## config.mk

```make
export PLATFORM = sky130hd
export DESIGN_NAME = sparse_weight_encoder_2of4
export DESIGN_NICKNAME = d
export VERILOG_FILES = /design/src/rtl/sparse_weight_encoder_2of4_pkg.sv /design/src/rtl/sparse_weight_encoder_2of4_top2_select.sv /design/src/rtl/sparse_weight_encoder_2of4.sv
export SDC_FILE = /design/constraint.sdc
export NUM_CORES = 1
export LEC_CHECK = 0
export CORE_UTILIZATION = 60
export CTS_CLUSTER_DIAMETER = 200
export CTS_CLUSTER_SIZE = 12
export DETAILED_ROUTE_END_ITERATION = 10
export PLACE_DENSITY = 0.85
export SYNTH_ARGS = -nofsm -noshare
export SYNTH_HDL_FRONTEND = slang
export SYNTH_SLANG_ARGS = --single-unit
```

## constraint.sdc

```tcl
create_clock -name gated_clk -period 10.95 [get_ports gated_clk]
set_clock_uncertainty 0.15 [all_clocks]
set_input_delay 1.6425 -clock gated_clk [delete_from_list [all_inputs] [get_ports gated_clk]]
set_output_delay 1.6425 -clock gated_clk [all_outputs]
set_load 0.01 [all_outputs]
```

## src/rtl/sparse_weight_encoder_2of4_pkg.sv

```systemverilog
// Shared definitions for the 2:4 structured-sparse weight interface.
// Used by the encoder on the transmit side and by the PE weight loaders.
package sparse_pkg;

    localparam int SP_N   = 4;
    localparam int SP_NNZ = 2;
    localparam int SP_BW  = 4;

    typedef logic [1:0]      sp_idx_t;
    typedef logic [SP_N-1:0] sp_mask_t;

    typedef struct packed {
        logic [SP_NNZ-1:0][SP_BW-1:0] weights;
        sp_mask_t                     mask;
        logic                         last;
    } sp_group_t;

endpackage

```

## src/rtl/sparse_weight_encoder_2of4_top2_select.sv

```systemverilog
// Combinational 2-of-4 magnitude selector.
// Keeps the two largest values (ties go to the lower position), reports the
// position mask, the kept values in ascending position order, and whether
// any dropped value was nonzero.
module sparse_top2_select
    import sparse_pkg::*;
#(
    parameter int BW = SP_BW
) (
    input  logic [SP_N-1:0][BW-1:0]   values,
    output sp_mask_t                  mask,
    output logic [SP_NNZ-1:0][BW-1:0] kept,
    output logic                      pruned
);

    logic [2:0] beats;
    sp_idx_t    slot;

    // Rank each position by how many others beat it, then pack survivors in position order
    always_comb begin
        mask   = '0;
        kept   = '0;
        pruned = 1'b0;
        beats  = '0;
        slot   = '0;
        for (int i = 0; i < SP_N; i++) begin
            beats = '0;
            for (int j = 0; j < SP_N; j++) begin
                if (j != i && ((values[j] > values[i]) || ((values[j] == values[i]) && (j < i)))) begin
                    beats = beats + 3'd1;
                end
            end
            if (beats < 3'(SP_NNZ)) begin
                mask[i] = 1'b1;
            end else if (values[i] != '0) begin
                pruned = 1'b1;
            end
        end
        for (int i = 0; i < SP_N; i++) begin
            if (mask[i]) begin
                if (slot < sp_idx_t'(SP_NNZ)) begin
                    kept[slot[0]] = values[i];
                end
                slot = slot + sp_idx_t'(1);
            end
        end
    end

endmodule

```

## src/rtl/sparse_weight_encoder_2of4.sv

```systemverilog
// Transmit side of the 2:4 structured-sparse weight interface.
// Dense groups are registered in stage 1, reduced to their two largest values
// and pushed into a small output FIFO presented with valid/ready.
// Optional statistics counters are built when SPARSE_ENC_STATS_EN is defined.
module sparse_weight_encoder_2of4
    import sparse_pkg::*;
#(
    parameter int BW         = SP_BW,
    parameter int N          = SP_N,
    parameter int NNZ        = SP_NNZ,
    parameter int FIFO_DEPTH = 2
`ifdef SPARSE_ENC_STATS_EN
    ,
    parameter int CNT_W      = 16
`endif
) (
    input  logic                   gated_clk,
    input  logic                   reset,
    input  logic                   in_valid,
    output logic                   in_ready,
    input  logic [N-1:0][BW-1:0]   in_weights,
    input  logic                   in_last,
    output logic                   out_valid,
    input  logic                   out_ready,
    output logic [NNZ-1:0][BW-1:0] out_weights,
    output logic [N-1:0]           out_w_index,
    output logic                   out_last
`ifdef SPARSE_ENC_STATS_EN
    ,
    output logic [CNT_W-1:0]       pruned_cnt,
    output logic [CNT_W-1:0]       group_cnt
`endif
);

    localparam int PTR_W = (FIFO_DEPTH > 1) ? $clog2(FIFO_DEPTH) : 1;

    typedef logic [PTR_W-1:0] ptr_t;
    typedef logic [PTR_W:0]   cnt_t;

    logic                   s1_valid;
    logic [N-1:0][BW-1:0]   s1_weights;
    logic                   s1_last;

    sp_mask_t               sel_mask;
    logic [NNZ-1:0][BW-1:0] sel_kept;

    logic [NNZ-1:0][BW-1:0] fifo_weights [FIFO_DEPTH];
    sp_mask_t               fifo_mask    [FIFO_DEPTH];
    logic                   fifo_last    [FIFO_DEPTH];
    ptr_t                   wr_ptr;
    ptr_t                   rd_ptr;
    cnt_t                   count;

    logic                   push;
    logic                   pop;
    logic                   accept;

    assign out_valid = (count != '0);
    assign pop       = out_valid && out_ready;
    assign push      = s1_valid && ((count != cnt_t'(FIFO_DEPTH)) || pop);
    assign in_ready  = !reset && (!s1_valid || push);
    assign accept    = in_valid && in_ready;

`ifdef SPARSE_ENC_STATS_EN
    logic sel_pruned;
    logic fifo_pruned [FIFO_DEPTH];

    sparse_top2_select #(.BW(BW)) u_select (
        .values (s1_weights),
        .mask   (sel_mask),
        .kept   (sel_kept),
        .pruned (sel_pruned)
    );
`else
    sparse_top2_select #(.BW(BW)) u_select (
        .values (s1_weights),
        .mask   (sel_mask),
        .kept   (sel_kept),
        .pruned ()
    );
`endif

    // Stage-1 occupancy: filled on accept, emptied once its group moves into the FIFO
    always_ff @(posedge gated_clk) begin
        if (reset) begin
            s1_valid <= 1'b0;
        end else if (accept) begin
            s1_valid <= 1'b1;
        end else if (push) begin
            s1_valid <= 1'b0;
        end
    end

    // Stage-1 payload capture; contents are meaningless while s1_valid is low
    always_ff @(posedge gated_clk) begin
        if (accept) begin
            s1_weights <= in_weights;
            s1_last    <= in_last;
        end
    end

    // FIFO storage write of the selected group
    always_ff @(posedge gated_clk) begin
        if (push) begin
            fifo_weights[wr_ptr] <= sel_kept;
            fifo_mask[wr_ptr]    <= sel_mask;
            fifo_last[wr_ptr]    <= s1_last;
`ifdef SPARSE_ENC_STATS_EN
            fifo_pruned[wr_ptr]  <= sel_pruned;
`endif
        end
    end

    // FIFO pointers wrap naturally since depth is a power of two; count tracks occupancy
    always_ff @(posedge gated_clk) begin
        if (reset) begin
            wr_ptr <= '0;
            rd_ptr <= '0;
            count  <= '0;
        end else begin
            if (push) begin
                wr_ptr <= wr_ptr + ptr_t'(1);
            end
            if (pop) begin
                rd_ptr <= rd_ptr + ptr_t'(1);
            end
            case ({push, pop})
                2'b10:   count <= count + cnt_t'(1);
                2'b01:   count <= count - cnt_t'(1);
                default: count <= count;
            endcase
        end
    end

    // Present the FIFO head, forcing zeros whenever nothing is valid
    always_comb begin
        out_weights = '0;
        out_w_index = '0;
        out_last    = 1'b0;
        if (out_valid) begin
            out_weights = fifo_weights[rd_ptr];
            out_w_index = fifo_mask[rd_ptr];
            out_last    = fifo_last[rd_ptr];
        end
    end

`ifdef SPARSE_ENC_STATS_EN
    // Saturating statistics counted on each output transfer
    always_ff @(posedge gated_clk) begin
        if (reset) begin
            group_cnt  <= '0;
            pruned_cnt <= '0;
        end else if (pop) begin
            if (group_cnt != '1) begin
                group_cnt <= group_cnt + CNT_W'(1);
            end
            if (fifo_pruned[rd_ptr] && (pruned_cnt != '1)) begin
                pruned_cnt <= pruned_cnt + CNT_W'(1);
            end
        end
    end
`endif

endmodule
```

==> impl_results.md, run 1 <==
* Max Root-Sink Buffers at 2
* MaxCap Viol Count at 0
* YS warnings at 0
* Final Slew Violations at 0
* Cells on worst reg2reg path at 15
* Root cell of the clock tree: clkbuf_8
* Hold_buf cts at 0
* Dpl hpwl at 4380 um
* Critical R2R Capture: fifo_weights[0][5]$_DFFE_PP_
* Final Instance Area at roughly 0.0035 mm2
* Worst Setup SP: out_ready
* CP arrival at roughly 3.0 ns
* Placed Area at approximately 0.0034 mm2
* Startpoint Class: primary input
* Fmax at 0.208 GHz
* Share of layout cells above drive strength 1 at 7.36%
* Number of synthesized flops with an enable pin at 43
* Grt ovf at 0
* Total Routing Usage GR at 24.1%
* Routed Antenna Nets at 0
* Ys async rst share at 0%
* Largest area contributor in the netlist: edfxtp_1
* Vias per inst at 5.66
* I/O pins at 36
* Vias in the first global route at between 2000 and 2500
* Required time of the critical path at a little over 9 ns
* Clock-pin slew on the worst setup and hold paths at approximately 0.080 ns
* CP max FO at 2
* Initial DRC count at 117
* Final Hold Viols at 0
* Post-synthesis sequential element count at slightly below 50
* VDD IR-drop max at around 0.00017 V
* # diodes at 0
* CP endpoint: in_ready
* Rows at 25
* Setup TNS Final at 0 ns
* RePlAce Congestion at slightly above 0.9
* Reg-to-Reg Start: s1_weights[5]$_DFFE_PP_
* Crit share post-route at between 40% and 50%
* Most frequent cell after synthesis: edfxtp_1
* Pwr/cell area at 169 mW/mm2
* Worst skew pair latency at between 0.2 and 0.3 ns
* Status: completed
* CORE AREA at 0.00475 mm2
* Wire length of the first global-routing pass at around 9400 um
* Total routed wirelength at just under 6000 um
* Crit. End Element: primary output
* # nets final at approximately 350
* Initial cell density of the core at around 62%
* TritonCTS clock tree: built
* Initial antenna violation count at 0
* Worst slew margin at between 20% and 30%
* Crit path time final at roughly 4.8 ns
* Die height at roughly 72 um
* Die area at ~0.0052 mm2
* Ys flop type: edfxtp_1
* Cells after Synth at approximately 260
* Synthesized net count at between 300 and 400
* P&R area growth vs syn at 17.2%
* Slew @ Worst Pin at around 1.1 ns
* Non-filler instance count after layout at roughly 370
* WS Path Type: primary input to primary output
* # clock sinks at 49
* RSZ-0062 raised after global routing: false
* CTS buffer count at 5
* Synth top cells by count: edfxtp_1, ha_1, nor2_1
* Largest net degree at the start of global routing at 18
* Tot Pwr at 588 uW
* Avg WL per Cell at 16.0 um
* Top-area cell type share of the netlist area at between 40% and 50%
* H-tree lvl count at 2
* Die X at between 70 and 80 um
* Drc violations at 0
* DP Cell Count at between 300 and 400
* # port buffers at 35
* Post-Syn Area at 0.00297 mm2
* Synth unique cells at 46
* Final core utilization at approximately three quarters
* Sequential area share after synthesis at between 40% and 50%
* Post_cts resized at 0
* Vias at about 2100
* Final setup vio count at 0
* Top post-synthesis cells by area: edfxtp_1, ha_1, mux2i_1
* Avg Cell Area, Syn at around 11 um2
* Lkg Pwr at roughly 1.4 nW
* Setup bufs post-CTS at 0
* R2r setup slk at approximately 6.3 ns
* Worst hold path type: register to register
* Drt pass-1 iters at 4
[worst min path at each step]
stage                       from                endpoint  slack, ns  depth (start not counted)
6_report       s1_last$_DFFE_PP_  fifo_last[0]$_DFFE_PP_       0.31                          0
2_1_floorplan  s1_last$_DFFE_PP_  fifo_last[0]$_DFFE_PP_       0.27                          0
4_1_cts        s1_last$_DFFE_PP_  fifo_last[1]$_DFFE_PP_       0.30                          0
3_5_place_dp   s1_last$_DFFE_PP_  fifo_last[1]$_DFFE_PP_       0.28                          0
5_1_grt        s1_last$_DFFE_PP_  fifo_last[1]$_DFFE_PP_       0.31                          0
3_3_place_gp   s1_last$_DFFE_PP_  fifo_last[1]$_DFFE_PP_       0.27                          0
[cell usage in the layout, fill, tap and decap left out, types with 5 or more instances in the layout]
| cell | instances |
|---|---|
| o21ai_0 | 5 |
| nand2b_1 | 6 |
| inv_1 | 30 |
| dfxtp_1 | 6 |
| nor2_1 | 31 |
| mux2i_1 | 13 |
| nor3_1 | 5 |
| nor2b_1 | 6 |
| clkdlybuf4s50_1 | 35 |
| nand4_1 | 6 |
| a21oi_1 | 10 |
| nand2_1 | 6 |
| ha_1 | 35 |
| edfxtp_1 | 43 |
| clkbuf_8 | 6 |
[power by group]
part           leakage [nW]  switching [mW]  internal [mW]
clock                0.0585          0.0534         0.0744
sequential            0.450          0.0184          0.229
combinational         0.894           0.108          0.104
[per-stage QoR]
step,hold slack [ns],worst slack (ns)
CTS,0.303,6.14
global placement,0.274,6.17
global route,0.312,5.97
finish,0.307,6.13
floorplan,0.271,6.95
detailed placement,0.284,6.15
[worst max-delay path, stage by stage]
cell and delay, ns:
clkdlybuf4s50_1 0.47, nor2_1 0.05, and3_1 0.19, nor2_1 0.12
clkdlybuf4s50_1 0.55
[registers in the layout (all words and copies together), names as in the netlist, named ones only]
signal,cells
wr_ptr,1
s1_valid,1
count,2
s1_last,1
fifo_mask,8
s1_weights,16
fifo_last,2
rd_ptr,1
fifo_weights,16
[metal layers]
metal | vias to the layer above | routed length (um) | global-route usage (%)
met5 | - | 0 | 0
met4 | 0 | 101 | 9.15
met3 | 14 | 269 | 3.89
met2 | 70 | 2990 | 42.5
met1 | 961 | 2500 | 29.6
li1 | 1028 | - | -
[cell type report]
type	instances	area, um2
clock inverters	1	30.0
multi-input cells	177	1400
inverters	30	113
fillers	351	1280
well taps	67	83.8
repair buffers	35	350
clock buffers	7	86.3
flip-flops and latches	49	1410
[cell families (layout without fill, tap and decap cells)]
group / after synthesis / in the layout / share of synthesized area, %
flip-flops: 49 / 49 / 47.6
buffers and inverters: 37 / 73 / 5.19
XOR/XNOR: 4 / 4 / 1.18
adder cells (fa/ha/maj): 35 / 35 / 14.8
AND/OR/NAND/NOR: 75 / 75 / 13.0
AO/OA/AOI/OAI: 46 / 46 / 12.4
multiplexers: 17 / 17 / 5.91
Note: power is estimated with default switching activity, not from simulation.
==> inputs of run 2 (changes only) <==
CORE_UTILIZATION = 56   (was 60)
PLACE_DENSITY = 0.8   (was 0.85)
clock period = 4.65 ns   (was 10.95 ns; I/O delays follow)
==> run 2 against run 1 <==
Clock power rose to 2.8 times the previous value. Highest routed layer unchanged. Clock-buffer cell count shrank 2. Sequential share of layout area decreased by 0.66 points. Register-to-register slack worse by 6.0 ns. Total power grew 140%. Critical path type is now register to register. Worst hold slack worse by 0.0054 ns. Flip-flop and latch count unchanged. Setup slack got worse by 5.8 ns. Cell count is 1.9% higher. First-iteration DRC count decreased by 16%. Non-clock buffer count grew 4.
==> impl_results.md, run 2 (synthesis results as in run 1) <==
* Share of layout cells above drive strength 1 at 9.24% (was 7.36%)
* MaxCap Viol Count at 0 (unchanged)
* Comb pwr share at 34.7% (was 36.2%)
* Worst skew pair latency at 0.31 ns (was 0.29 ns)
* Top Registers: fifo_weights (16), s1_weights (16), fifo_mask (8) (unchanged)
* RSZ-0062 raised after global routing: false (unchanged)
* Register share of total power at 40.6% (was 42.0%)
* CP Cell Sequence: ha_1 -> nor2b_1 -> o21ai_0 -> nand2b_1 -> a21oi_1 -> a41o_1 -> inv_1 -> ha_1 -> o31a_1 -> or2_0 -> buf_4 -> ha_1 -> nor2b_2 -> a21boi_1 -> o211ai_2 -> mux2_1 (was clkdlybuf4s50_1 -> nor2_1 -> and3_1 -> nor2_1 -> clkdlybuf4s50_1)
* Initial DRC count at 98 (was 117)
* # port buffers at 35 (unchanged)
* Slew @ Worst Pin at 1.07 ns (was 1.12 ns)
* Final setup vio count at 0 (unchanged)
* Wire length of the first global-routing pass at 9180 um (was 9390 um)
* VDD IR-drop max at 0.000316 V (was 0.000170 V)
* TritonCTS clock tree: built (unchanged)
* Fmax at 0.230 GHz
* Rows at 26 (was 25)
* Worst hold path type: register to register (unchanged)
* # nets final at 358 (was 354)
* Clock-pin slew on the worst setup and hold paths at 0.09 ns (was 0.08 ns)
* Die X at 74.8 um (was 72.3 um)
* Post-place setup slack at 0.267 ns (was 6.15 ns)
* WS Path Type: register to register (was primary input to primary output)
* P_sw at 427 uW (was 180 uW)
* Worst slew margin at 28.6% (was 24.8%)
* Worst path slowest cell: edfxtp_1 (was clkdlybuf4s50_1)
* Crit. End Element: register (was primary output)
* Grt ovf at 0 (unchanged)
* Avg WL per Cell at 15.3 um (was 16.0 um)
* Die height at 74.8 um (was 72.3 um)
* P_int at 1.01 mW (was 408 uW)
* Vias at 2094 (was 2073)
* Routed Antenna Nets at 0 (unchanged)
* Crit-path max cell delay at 0.48 ns (was 0.55 ns)
* Drc violations at 0 (unchanged)
* Max Root-Sink Buffers at 2 (unchanged)
* Final worst setup slack at 0.294 ns (was 6.13 ns)
* Startpoint Class: register (was primary input)
* CTS buffer count at 5 (unchanged)
* Total Routing Usage GR at 22.3% (was 24.1%)
* Final Slew Violations at 0 (unchanged)
* # clock sinks at 49 (unchanged)
* CORE AREA at 0.00511 mm2 (was 0.00475 mm2)
* Final Hold Viols at 0 (unchanged)
* Most common cell after layout, fill and taps aside: edfxtp_1 (unchanged)
* Status: completed (unchanged)
* Largest net degree at the start of global routing at 18 (unchanged)
* # fillers at 384 (was 351)
* P&R area growth vs syn at 19.1% (was 17.2%)
* Drt pass-1 iters at 4 (unchanged)
* Storage cell area at 0.00141 mm2 (unchanged)
* Crit share post-route at a little over nine tenths
* Clock Power Share at 24.7% (was 21.7%)
* Lkg Pwr at 1.43 nW (was 1.40 nW)
* Root cell of the clock tree: clkbuf_8 (unchanged)
* Required time of the critical path at 4.55 ns (was 9.16 ns)
* Tot Pwr at 1.43 mW (was 588 uW)
* CP arrival at 4.25 ns (was 3.02 ns)
* # diodes at 0 (unchanged)
* Dpl hpwl at 4410 um (was 4380 um)
* Crit path time final at 4.36 ns
* CP max FO at 10 (was 2)
* I/O pins at 36 (unchanged)
* Most frequent cells in the layout: edfxtp_1, ha_1, clkdlybuf4s50_1 (unchanged)
* Most used cell, CP: ha_1
* Vias per inst at 5.61 (was 5.66)
* Total routed wirelength at 5710 um (was 5870 um)
* H-tree lvl count at 2 (unchanged)
* Setup TNS Final at 0 ns (unchanged)
* Die area at 0.00559 mm2 (was 0.00523 mm2)
* Initial cell density of the core at 58.1% (was 62.4%)
* Initial antenna violation count at 0 (unchanged)
* Footprint of the multi-input gates at 0.00140 mm2 (about the same)
* Setup bufs post-CTS at 0 (unchanged)
* Pwr/cell area at 406 mW/mm2 (was 169 mW/mm2)
* Vias in the first global route at 2012 (was 2030)
* RePlAce Congestion at 0.896 (was 0.923)
* Sw frac at 29.8% (was 30.7%)
run 2: changes by cell type in the layout (fill, tap and decap cells not counted):
cell	before	now
buf_4	0	4
bufinv_16	1	2
clkbuf_1	1	0
clkbuf_8	6	5
inv_6	0	1
nor2b_1	6	5
nor2b_2	1	2
run 2: timing repair:
action / CTS / global route
setup endpoints to repair: 0 / 2
hold buffers: 0 / 0
gates resized for setup: 0 / 1
run 2: cell type report:
type | count | area share, %
Clock inverter | 3 | 1.95
Tap cell | 70 | 2.48
Sequential cell | 49 | 40.0
Inverter | 30 | 3.19
Multi-Input combinational cell | 177 | 39.7
Timing Repair Buffer | 39 | 10.8
Clock buffer | 5 | 1.95
run 2: per-layer routing:
layer	track usage, %	up-vias	part of all wire (%)
met4	9.01	0	2.1
met2	39.0	66	51
met1	27.5	970	42
met3	3.75	13	5.3
met5	0	-	0
li1	-	1045	-
run 2: critical path, delay by kind of cell (launching register included):
kind	cells	cell delay (ns)
mux	1	0.38
fa+ha+maj	3	0.93
flops	1	0.48
buf+inv	2	0.25
simple gates	4	0.72
compound gates	6	1.21
run 2: power groups by stage:
stage          clock, mW  sequential [mW]  combinational [mW]
6_report           0.354            0.582               0.498
3_3_place_gp           0            0.590               0.482
3_5_place_dp           0            0.593               0.497
5_1_grt            0.375            0.588               0.555
2_1_floorplan          0            0.564               0.339
4_1_cts            0.359            0.583               0.500
run 2: worst paths after layout:
kind	slack, ns	endpoint	startpoint	cells past startpoint
hold / removal	0.30	fifo_last[0]$_DFFE_PP_	s1_last$_DFFE_PP_	0
hold reg to reg	0.30	fifo_last[0]$_DFFE_PP_	s1_last$_DFFE_PP_	0
setup / recovery	0.29	fifo_weights[0][5]$_DFFE_PP_	s1_weights[5]$_DFFE_PP_	16
setup reg to reg	0.29	fifo_weights[0][5]$_DFFE_PP_	s1_weights[5]$_DFFE_PP_	16
run 2: per-stage QoR:
step / instance area (um2) / cells / hold slack [ns] / utilization (%)
after floorplan: 2970 / 263 / 0.271 / -
after global placement: 3390 / 365 / 0.272 / 66.4
after detailed placement: 3390 / 365 / 0.289 / 66.4
after CTS: 3530 / 373 / 0.305 / 69.1
after global routing: 3530 / 373 / 0.328 / 69.2
final: 3530 / 373 / 0.302 / 69.2
==> inputs of run 3 (changes only) <==
CORE_MARGIN = 5   (was default)
==> run 3 against run 2 <==
Wire length grew 4.9%. Critical path depth shrank 1. Via count grew 1.6%. Die area grew 23%. First-iteration DRC count grew 77%. Critical endpoint unchanged. Largest power group unchanged.
==> impl_results.md, run 3 (synthesis results as in run 1) <==
* Die area at 0.00685 mm2 (was 0.00559 mm2)
* Wire length of the first global-routing pass at 9770 um (was 9180 um)
* Hold_buf cts at 0 (unchanged)
* Rows at 26 (unchanged)
* Die height at 82.8 um (was 74.8 um)
* Register share of total power at 42.7% (was 40.6%)
* Worst skew pair latency at 0.30 ns (was 0.31 ns)
* Die X at 82.8 um (was 74.8 um)
* Placed Area at 0.00338 mm2 (was 0.00339 mm2)
* Vias per inst at 5.72 (was 5.61)
* Final core utilization at 68.0% (was 69.2%)
* Non-filler instance count after layout at 372 (was 373)
* Final Hold Viols at 0 (unchanged)
* Total Routing Usage GR at 19.6% (was 22.3%)
* Comb pwr share at 36.8% (was 34.7%)
* P&R area growth vs syn at 17.8% (was 19.1%)
* Root cell of the clock tree: clkbuf_8 (unchanged)
* CTS buffer count at 5 (unchanged)
* Grt ovf at 0 (unchanged)
* Vias in the first global route at 2122 (was 2012)
* RSZ-0062 raised after global routing: false (unchanged)
* Routed Antenna Nets at 0 (unchanged)
* # clock sinks at 49 (unchanged)
* # diodes at 0 (unchanged)
* Final Slew Violations at 0 (unchanged)
* Sw frac at 31.6% (was 29.8%)
* Crit share post-route at 94.6% (was 93.7%)
* Clock-pin slew on the worst setup and hold paths at 0.09 ns (about the same)
* Drc violations at 0 (unchanged)
* Max Root-Sink Buffers at 2 (unchanged)
* Worst hold path type: register to register (unchanged)
* Drt pass-1 iters at 4 (unchanged)
* P_int at 931 uW (was 1.01 mW)
* CP arrival at 4.29 ns (was 4.25 ns)
* Pwr/cell area at 389 mW/mm2 (was 406 mW/mm2)
* Total routed wirelength at 5990 um (was 5710 um)
* DP Cell Count at 364 (was 365)
* Most frequent cells in the layout: edfxtp_1, ha_1, clkdlybuf4s50_1 (unchanged)
* # nets final at 357 (was 358)
* Status: completed (unchanged)
* Lkg Pwr at 1.41 nW (was 1.43 nW)
* Slew @ Worst Pin at 1.07 ns (about the same)
* MaxCap Viol Count at 0 (unchanged)
* TritonCTS clock tree: built (unchanged)
* RePlAce Congestion at 0.968 (was 0.896)
* Largest net degree at the start of global routing at 18 (unchanged)
* # port buffers at 35 (unchanged)
* Tot Pwr at 1.36 mW (was 1.43 mW)
* Avg WL per Cell at 16.1 um (was 15.3 um)
* CORE AREA at 0.00514 mm2 (was 0.00511 mm2)
* Crit path time final at 4.40 ns (was 4.36 ns)
* Top Registers: fifo_weights (16), s1_weights (16), fifo_mask (8) (unchanged)
* Dpl hpwl at 4710 um (was 4410 um)
* Share of layout cells above drive strength 1 at 8.61% (was 9.24%)
* Startpoint Class: register (unchanged)
* I/O pins at 36 (unchanged)
* P_sw at 430 uW (was 427 uW)
* Vias at 2127 (was 2094)
* Worst slew margin at 28.1% (was 28.6%)
* Required time of the critical path at 4.55 ns (about the same)
* CP max FO at 7 (was 10)
* Most common cell after layout, fill and taps aside: edfxtp_1 (unchanged)
* Initial DRC count at 173 (was 98)
* Initial cell density of the core at 57.7% (was 58.1%)
* Final setup vio count at 0 (unchanged)
* Initial antenna violation count at 0 (unchanged)
* Final Instance Area at 0.00349 mm2 (was 0.00353 mm2)
* Fmax at 0.227 GHz (was 0.230 GHz)
* WS Path Type: register to register (unchanged)
* Crit. End Element: register (unchanged)
* VDD IR-drop max at 0.000226 V (was 0.000316 V)
* Clock Power Share at 20.5% (was 24.7%)
* Setup TNS Final at 0 ns (unchanged)
* H-tree lvl count at 2 (unchanged)
[run 3: changes by cell type in the layout (fill, tap and decap cells not counted), sizes merged]
cell / change
inv: -1
buf: -1
clkinv: +1
clkbuf: +2
bufinv: -2
[run 3: worst paths after layout]
check                                        startpoint                           end  slack [ns]  depth (start not counted)
worst min-delay path                  s1_last$_DFFE_PP_        fifo_last[0]$_DFFE_PP_        0.31                          0
worst max register to register  s1_weights[5]$_DFFE_PP_  fifo_weights[0][5]$_DFFE_PP_        0.25                         15
worst max-delay path            s1_weights[5]$_DFFE_PP_  fifo_weights[0][5]$_DFFE_PP_        0.25                         15
worst min register to register        s1_last$_DFFE_PP_        fifo_last[0]$_DFFE_PP_        0.31                          0
[run 3: timing repair]
item                                    CTS  global route
endpoints found under the setup margin    0             8
resized for setup                         0             1
buffers inserted                          0             0
[run 3: per-stage QoR]
step                      setup slack [ns]  hold slack, ns
after global routing               0.00569           0.327
after global placement               0.364           0.274
after detailed placement             0.174           0.286
after CTS                            0.165           0.307
after floorplan                      0.653           0.271
final                                0.253           0.308
[run 3: per-layer routing]
layer  vias to the layer above  routed length (um)  track usage [%]
li1                       1034                   -                -
met1                       992                2490             23.7
met2                        84                2950             33.6
met3                        17                 393             4.86
met4                         0                 165             7.35
met5                         -                   0                0
[run 3: critical path, stage by stage, from the launching register on]
cell and delay (ns):
edfxtp_1 0.50, ha_1 0.33, nor2b_1 0.13, o21ai_0 0.13, nand2b_1 0.07, a21oi_1 0.14
a41o_1 0.16, inv_1 0.08, ha_1 0.27, o31a_1 0.35, or2_0 0.35, ha_1 0.40
nor2b_2 0.28, a21boi_1 0.24, o211ai_2 0.17, mux2_1 0.38
[run 3: final cells by class]
type,count,area (um2)
sequential,49,1410
inverter,30,113
clock buffer,7,97.6
multi-input combinational,177,1400
tap,70,87.6
fill,410,1650
timing repair buffer,38,373
clock inverter,1,8.76
[run 3: power groups by stage]
| stage | logic, mW | registers, mW | clock network (mW) |
|---|---|---|---|
| 2_1_floorplan | 0.339 | 0.564 | 0 |
| 6_report | 0.500 | 0.581 | 0.279 |
| 3_5_place_dp | 0.498 | 0.592 | 0 |
| 3_3_place_gp | 0.485 | 0.590 | 0 |
| 5_1_grt | 0.554 | 0.588 | 0.301 |
| 4_1_cts | 0.501 | 0.582 | 0.282 |
